### config.mk
export PLATFORM = sky130hd
export DESIGN_NAME = overlay_text_generator_flat
export DESIGN_NICKNAME = d
export VERILOG_FILES = /design/src/rtl/overlay_text_generator_if.sv /design/src/rtl/overlay_text_generator.sv /design/src/flat_wrapper.sv
export SDC_FILE = /design/constraint.sdc
export NUM_CORES = 2
export LEC_CHECK = 0
export ABC_AREA = 1
export BUFFER_PORTS_ARGS = -buffer_cell sky130_fd_sc_hd__buf_4
export CAP_MARGIN = 5
export CORE_AREA = 2 2 477 479
export CTS_BUF_LIST = sky130_fd_sc_hd__clkbuf_16
export CTS_CLUSTER_SIZE = 30
export DETAILED_ROUTE_END_ITERATION = 7
export DIE_AREA = 0 0 479 481
export PLACE_DENSITY = 0.66
export SETUP_SLACK_MARGIN = 0.2
export SYNTH_ARGS = -nofsm -noshare
export SYNTH_HDL_FRONTEND = slang
export SYNTH_SLANG_ARGS = --single-unit
### constraint.sdc
create_clock -name clk -period 3 [get_ports clk]
set_input_delay 0.45 -clock clk [delete_from_list [all_inputs] [get_ports clk]]
set_output_delay 0.45 -clock clk [all_outputs]
set_load 0.02 [all_outputs]
### src/rtl/overlay_text_generator_if.sv
// Host write port of the OSD character RAM.
// The host drives the master side; the overlay generator receives on the slave side.
interface overlay_text_generator_if;
   logic       wrEn;
   logic [7:0] wrAddr;   // {row[2:0], col[4:0]}
   logic [9:0] wrData;   // {colour[2:0] = R,G,B, charCode[6:0]}

   modport master (output wrEn, wrAddr, wrData);
   modport slave  (input  wrEn, wrAddr, wrData);
endinterface

### src/rtl/overlay_text_generator.sv
// Character-cell OSD overlay for PAL 576i.
// Locks to the incoming syncs, walks a COLS x ROWS character grid, fetches glyph rows
// through an external font ROM and emits 1-bit RGB.
// Black (000) means "nothing drawn", so the downstream key-on-black mixer shows video.
module overlay_text_generator #(
   parameter int H_START = 128,  // pixelEn ticks after the hsync edge where column 0 starts
   parameter int V_START = 40,   // line within the field where row 0 starts
   parameter int COLS    = 32,   // power of 2, max 32
   parameter int ROWS    = 8     // power of 2, max 8
) (
   input  logic                      clk,
   input  logic                      nReset,
   input  logic                      pixelEn,
   input  logic                      nHSync,
   input  logic                      nVSync,
   input  logic                      enable,
   overlay_text_generator_if.slave   host,
   output logic [9:0]                fontAddr,
   input  logic [7:0]                fontData,
   output logic                      redOut,
   output logic                      greenOut,
   output logic                      blueOut
);

   localparam int H_END = H_START + COLS * 16;  // each cell is 8 glyph bits x 2 ticks
   localparam int V_END = V_START + ROWS * 8;   // one glyph row per line

   logic       hs_q, vs_q;
   logic       h_fall, v_fall;
   logic [9:0] h_count;
   logic [8:0] v_count;

   logic [9:0] h_off;
   logic [8:0] v_off;
   logic       in_win;
   logic [7:0] rd_addr;

   logic [9:0] char_ram [256];

   // S1: registered RAM word plus the glyph coordinates that belong to it
   logic [9:0] rd_data;
   logic [2:0] s1_bit;
   logic [2:0] s1_font_row;
   logic       s1_active;
   // S2: selected glyph bit
   logic       s2_pix;
   logic [2:0] s2_colour;
   logic       s2_active;

   assign h_fall = hs_q & ~nHSync;
   assign v_fall = vs_q & ~nVSync;

   // Sync edge detection and saturating pixel/line counters; syncs win over pixelEn
   always_ff @(posedge clk or negedge nReset) begin
      if (!nReset) begin
         hs_q    <= 1'b1;
         vs_q    <= 1'b1;
         h_count <= '0;
         v_count <= '0;
      end else begin
         // NOTE: non-blocking assignments keep every register sampling pre-edge values,
         // which is what makes the edge detect and the pipeline stages line up.
         hs_q <= nHSync;
         vs_q <= nVSync;
         if (h_fall)
            h_count <= '0;
         else if (pixelEn && h_count != 10'h3FF)
            h_count <= h_count + 10'd1;
         if (v_fall)
            v_count <= '0;
         else if (h_fall && v_count != 9'h1FF)
            v_count <= v_count + 9'd1;
      end
   end

   // Window test and grid coordinates derived from the current counter values
   always_comb begin
      // NOTE: every output of this block is assigned on every pass, so no latch is inferred.
      h_off   = h_count - 10'(H_START);
      v_off   = v_count - 9'(V_START);
      in_win  = ({1'b0, h_count} >= 11'(H_START)) && ({1'b0, h_count} < 11'(H_END)) &&
                ({1'b0, v_count} >= 10'(V_START)) && ({1'b0, v_count} < 10'(V_END));
      rd_addr = {3'(v_off >> 3) & 3'(ROWS - 1), 5'(h_off >> 4) & 5'(COLS - 1)};
   end

   // Host write port of the character RAM
   always_ff @(posedge clk) begin
      // NOTE: the RAM array has no reset so it maps onto block RAM; software owns its contents.
      if (host.wrEn)
         char_ram[host.wrAddr] <= host.wrData;
   end

   // Three-stage pixel pipeline, advancing only on pixelEn
   always_ff @(posedge clk or negedge nReset) begin
      if (!nReset) begin
         rd_data     <= '0;
         s1_bit      <= '0;
         s1_font_row <= '0;
         s1_active   <= 1'b0;
         s2_pix      <= 1'b0;
         s2_colour   <= '0;
         s2_active   <= 1'b0;
         {redOut, greenOut, blueOut} <= 3'b000;
      end else if (pixelEn) begin
         // A write to the same address on this edge is not seen here: read-first.
         rd_data     <= char_ram[rd_addr];
         s1_bit      <= h_off[3:1];
         s1_font_row <= v_off[2:0];
         s1_active   <= in_win;

         s2_pix      <= fontData[3'd7 - s1_bit];
         s2_colour   <= rd_data[9:7];
         s2_active   <= s1_active;

         {redOut, greenOut, blueOut} <= (enable && s2_active && s2_pix) ? s2_colour : 3'b000;
      end
   end

   assign fontAddr = {rd_data[6:0], s1_font_row};

endmodule

### src/flat_wrapper.sv
// flat-port wrapper written by rule: the top's interface ports become plain ports
module overlay_text_generator_flat 
#(
   parameter int H_START = 128,                                                             
   parameter int V_START = 40,                                              
   parameter int COLS    = 32,                        
   parameter int ROWS    = 8                         
)
  (clk, nReset, pixelEn, nHSync, nVSync, enable, fontAddr, fontData, redOut, greenOut, blueOut, host_wrEn, host_wrAddr, host_wrData);
  overlay_text_generator_if host_i ();
  input  logic clk;
  input  logic nReset;
  input  logic pixelEn;
  input  logic nHSync;
  input  logic nVSync;
  input  logic enable;
  output logic [9:0] fontAddr;
  input  logic [7:0] fontData;
  output logic redOut;
  output logic greenOut;
  output logic blueOut;
  input wire logic [$bits(host_i.wrEn)-1:0] host_wrEn;
  input wire logic [$bits(host_i.wrAddr)-1:0] host_wrAddr;
  input wire logic [$bits(host_i.wrData)-1:0] host_wrData;
  assign host_i.wrEn = host_wrEn;
  assign host_i.wrAddr = host_wrAddr;
  assign host_i.wrData = host_wrData;
  overlay_text_generator #(.H_START(H_START), .V_START(V_START), .COLS(COLS), .ROWS(ROWS)) u_core (.clk(clk), .nReset(nReset), .pixelEn(pixelEn), .nHSync(nHSync), .nVSync(nVSync), .enable(enable), .host(host_i), .fontAddr(fontAddr), .fontData(fontData), .redOut(redOut), .greenOut(greenOut), .blueOut(blueOut));
endmodule
======== After elaboration in Yosys (flattened, before gate mapping) ========
Memory sizes are Yosys's and may differ from the RTL's. A register that Yosys moved wholly into a read port is not among the register bits.
Cells that the tools add are included.
storage, ports and cells
  memories ................................ 1
  flip-flop bits (word level) ............. 36
  memory bits (writable) .................. 2560
  input bits .............................. 33
  word-level logic and storage cells ...... 49
memories
  name             depth  width  read ports  clocked after Yosys merged registers in  wr ports  line                          text
  u_core.char_ram  256    10     1           1                                        1         overlay_text_generator.sv:38  logic [9:0] char_ram [256];
operators by class
  $lt $le $gt $ge ......................... 5
  reduce and logical (&&, ||, !) cells .... 10
  add/sub/neg operators ................... 5
  muxes and demuxes ....................... 9
  eq/ne operators ......................... 2
  bitwise logic cells ..................... 4
operators with widths
  cell                     number
  $mux W10                 2
  $mux W9                  2
  $add A10 B1 Y10 const B  1
  $ge A10 B8 Y1 const B    1
  $lt A10 B10 Y1 const B   1
  $ne A10 B10 Y1 const B   1
  $add A9 B1 Y9 const B    1
  $ge A9 B6 Y1 const B     1
  $lt A9 B7 Y1 const B     1
  $ne A9 B9 Y1 const B     1
  $sub A9 B8 Y9 const B    1
  $logic_and A1 B1 Y1      7
  $sub A6 B6 Y6 const B    1
  $lt A3 B4 Y1 const B     1
  $reduce_bool A2 Y1       2
  $bmux W1 S3              1
  $mux W1                  3
  $mux W3                  1
  $sub A3 B3 Y3 const A    1
  $and A1 B1 Y1            2
  $not A1 Y1               2
  $logic_not A1 Y1         1

======== Logic depth before layout (Yosys ltp) ========
  depth in word-level cells ............... 5
  depth in mapped cells ................... 16

======== Worst setup path before layout ========
No wires, ideal clock.
  kind .................................... reg2reg
  start point ............................. register u_core.v_count[3]
  end point ............................... register u_core.v_count[6]
  clock period less this slack ............ 2265 ps
  cell stages (with the launch flop) ...... 14
  data arrival time ....................... 2142 ps
  slack ................................... 735 ps
  data required time ...................... 2876 ps
  cells stage by stage .................... dfrtp_1 -> clkbuf_1 -> inv_2 -> clkbuf_1 -> nor3_1 -> ha_1 -> nor2_1 -> inv_1 -> a21oi_1 -> inv_1 -> nor3_1 -> nand2_1 -> o21ai_0 -> a21oi_1
between the ends
  word-level cells in the longest chain between the ends .. 3
  elaborated cells between the ends (all ways) .. 6
  those cells by class .................... add/sub: 1; eq/ne: 1; mux: 2; reduce/logical: 2
ends and longest elaborated chain
  what                                            line                                                        text
  start: declaration                              overlay_text_generator.sv:31                                logic [8:0] v_count;
  start signal: assignment                        overlay_text_generator.sv:72                                v_count <= v_count + 9'd1;
  $add A9 B1 Y9 or $ne A9 B9 Y1 (tied branches)   overlay_text_generator.sv:72, overlay_text_generator.sv:71
  $mux W9 or $logic_and A1 B1 Y1 (tied branches)  overlay_text_generator.sv:71                                else if (h_fall && v_count != 9'h1FF)
  $mux W9 or $reduce_bool A2 Y1 (tied branches)   -
Several ways; a longest one is shown, not always the timed one. The select of a mux whose other input is x is not followed.
A chain may end at the register's enable or synchronous reset.

======== Final worst setup path ========
  start point ............................. register u_core.h_count[4]
  end point ............................... register u_core.rd_data[7], read port of u_core.char_ram
between the ends
  word-level cells in the longest chain between the ends .. 1
ends and longest elaborated chain
  what                      line                          text
  start: declaration        overlay_text_generator.sv:30  logic [9:0] h_count;
  start signal: assignment  overlay_text_generator.sv:68  h_count <= h_count + 10'd1;
  $sub A9 B8 Y9             overlay_text_generator.sv:79  h_off = h_count - 10'(H_START);
  end: declaration          overlay_text_generator.sv:41  logic [9:0] rd_data;
No other way between the ends.

==> impl_results.md <==
- Kind of critical path: reg -> reg
- Gr usage total: 0.269
- Hold depth: 3
- Slowest-stage cell, CP: dfrtp_4
- Post-layout min period: 2.79 ns
- Power Dens Cells: 572 nW/um^2
- Area used by multi-input combinational logic: 27,600 um^2
- Final Instance Area: 129,000 um^2
- Leakage: 50.6 nW
- Crit path top cell by count: nand3_1
- Fin. max-slew vios: 0
- Number of global-route vias before repair: 73.6k
- Final Skew: 0.0432 ns
- Placed Instance Area: 119,000 um^2
- Die ar.: 230,000 um^2
- Via count: 76.7k
- Crit path from: u_core.h_count[4]
- Port Buf Inserts: 45
- Post-Route Setup TNS: 0 ns
- Clock Latency Late Sink: 0.95 ns
- Crit Reg-Reg Startpoint: u_core.h_count[4]
- Nets@finish: 10.7k
- Crit-path leading delay family: simple AND/OR/NAND/NOR gates
- DR pass1 iterations: 6
- Initial antenna violation count: 7
- Share of the synthesized area in the top cell type: 0.685
- Core ar.: 226,000 um^2
- I/O pins: 46
- CP endpoint kind: register
- DR iter-0 viols: 9,455
- Syn_nets: 10.3k
- Commonest non-fill, non-tap cell in the layout: nand2_1
- Tightest Pin Transition: 1.02 ns
- H-tree depth: 5
- Average size of a mapped cell: 10.9 um^2
- Pin count of the biggest net entering global routing: 101
- Cell count after synthesis: 10.3k
- Syn-to-layout area delta: 14.9%
- CTS Buf Count: 283
- Vias per inst: 5.54
- CP max FO: 20
- Flop2flop setup slack: 0.21 ns
- Synth area leaders: edfxtp_1, nand2_1, nand3_1
- Routed WL: 320,000 um
- First-pass GRT wire length: 467,000 um
- Worst EP required: 3.80 ns
- Die X: 479 um
- Filler instances: 18.4k
- Clock buffer depth: 4
- Most frequent cells in the layout: nand2_1, edfxtp_1, inv_1
- Period utilisation layout: 0.929
- Crit path DAT: 3.59 ns
- Hold Crit Endpoint: u_core.rd_data[4]
- Slew HR: 0.321
- Detailed-placement wirelength estimate: 191,000 um
- Die H: 481 um
- Worst path bufs/invs: 4
- Placer Congestion: 0.914
- Clock slew at reported path FFs: 0.06 ns
- Synth Register Bits: 2,606
- Clk Tree Root Cell: clkbuf_16
- Hold path start: pixelEn
- Routed Antenna Nets: 0
- Total power: 73.9 mW
- Hold Vio Cnt, Final: 0
- Hold Path Class: in -> reg
- Register area: 78,000 um^2
- Post-Syn Area: 112,000 um^2
- Yosys Warn Count: 0
- Outcome: complete, no violations
- Clk sink count: 2,606
- Row count: 175
- Critical Path Source Type: register
- Drt wl/cell: 23.1 um
- Achievable Freq: 0.359 GHz
- RSZ-0062 raised after global routing: yes
- Critical path's largest stage delay: 0.49 ns
- Reg-to-reg endpoint: u_core.rd_data[7]
- Share of cells above drive strength 1: 0.127
- Starting Density: 0.497
- Library cells used by synthesis: 31
- Register area share after synthesis: 0.695
- Setup violations, final: 0
- Remaining global-route overflow: 0
- CTS tree: yes
- Cells on worst reg2reg path: 15
- Number of remaining DRC errors: 0
- CP Cell Sequence: buf_12 -> buf_12 -> clkbuf_16 -> or2_2 -> nand3_1 -> nand2_1 -> nand2_1 -> nand3_1 -> nand3_1 -> nand3_1 -> nand3_1 -> nand3_1 -> buf_4 -> nand3_1 -> nand2_1
- Synth area leader: edfxtp_1
- Maximum VDD drop: 0.686 mV
- Final Util: 0.572
- MaxCap Viol Count: 0
==> power breakdown <==
group	total, mW	switching, mW	leakage, nW	internal [mW]
combinational	1.44	1.15	22.6	0.292
sequential	40.2	0.0825	23.6	40.1
clock	32.3	13.7	4.38	18.5
==> cells in the mapped netlist <==
library cell,number
o21ai_0,162
nor2_1,563
ha_1,9
nand3_1,937
o311ai_0,1
buf_4,51
nand3_2,1
nor3b_1,1
mux2i_1,2
buf_2,242
nor3_1,12
o211ai_1,352
o2111ai_1,1
buf_6,43
clkbuf_1,235
o21a_1,1
nand4_1,3
nor3_2,1
nand2_1,3697
clkinv_1,4
buf_1,40
inv_2,5
o211ai_2,150
nor4_1,2
inv_1,989
or2_2,151
dfstp_2,2
dfrtp_1,44
edfxtp_1,2560
o21ai_1,11
a21oi_1,15
==> worst reg2reg max path: stages (launching register included) <==
cell       delay, ns
dfrtp_4         0.49
buf_12          0.17
buf_12          0.15
clkbuf_16       0.19
or2_2           0.31
nand3_1         0.08
nand2_1         0.06
nand2_1         0.05
nand3_1         0.15
nand3_1         0.19
nand3_1         0.24
nand3_1         0.18
nand3_1         0.07
buf_4           0.20
nand3_1         0.09
nand2_1         0.05
==> final cells by class <==
class	count	area share
tap	3009	0.0292
clock inverter	186	0.00909
timing repair buffer	678	0.0572
timing repair inverter	1	0.0000873
antenna	6	0.000116
inverter	998	0.0294
sequential	2606	0.605
clock buffer	289	0.0561
multi-input combinational	6072	0.214
==> logic make-up after synthesis <==
group / synth area share
flip-flops: 0.695
buffers and inverters: 0.0611
adder cells (fa/ha/maj): 0.00100
AO/OA/AOI/OAI: 0.0489
AND/OR/NAND/NOR: 0.194
multiplexers: 0.000178
==> routing by layer <==
layer / GRT usage / up-vias / share of wire / routed length (um)
met3: 0.0440 / 594 / 0.086 / 27700
met1: 0.376 / 37500 / 0.41 / 131000
met5: 0 / - / 0.000041 / 13
met2: 0.424 / 3563 / 0.46 / 148000
met4: 0.109 / 2 / 0.041 / 13200
li1: - / 35100 / - / -
==> worst max-delay path by stage <==
| stage | endpoint | cells after the start | slack, ns |
|---|---|---|---|
| floorplan | u_core.v_count[6] | 13 | 0.73 |
| global placement | u_core.rd_data[1] | 15 | 0.02 |
| detailed placement | u_core.rd_data[1] | 15 | 0.05 |
| CTS | u_core.rd_data[6] | 14 | 0.19 |
| global route | u_core.rd_data[2] | 15 | 0.16 |
| finish | u_core.rd_data[7] | 15 | 0.21 |
==> sequential cells by signal, indices dropped and copies added (netlist names) <==
name                flops
u_core.vs_q             1
u_core.s1_font_row      3
u_core.v_count          9
u_core.redOut           1
u_core.char_ram      2560
u_core.s1_bit           3
u_core.s1_active        1
u_core.s2_active        1
u_core.greenOut         1
u_core.s2_colour        3
u_core.h_count         10
u_core.hs_q             1
u_core.s2_pix           1
u_core.rd_data         10
u_core.blueOut          1
==> timing repair <==
item / in CTS / in global routing
setup endpoints to repair: 10 / 10
resized for setup: 15 / 87
gates cloned: 6 / 19
setup buffers: 1 / 12
hold buffers: 19 / 0
endpoints found under the hold margin: 202 / 0
==> through the flow <==
stage                     cells  hold WS (ns)  setup slack [ns]
after floorplan           10300         0.154             0.735
after global placement    13300         0.461            0.0156
after detailed placement  13300         0.466            0.0481
after CTS                 13800       -0.0385             0.190
after global routing      13800       0.00936             0.164
final                     13800        0.0378             0.212
Power figures use the tool's default switching activity.
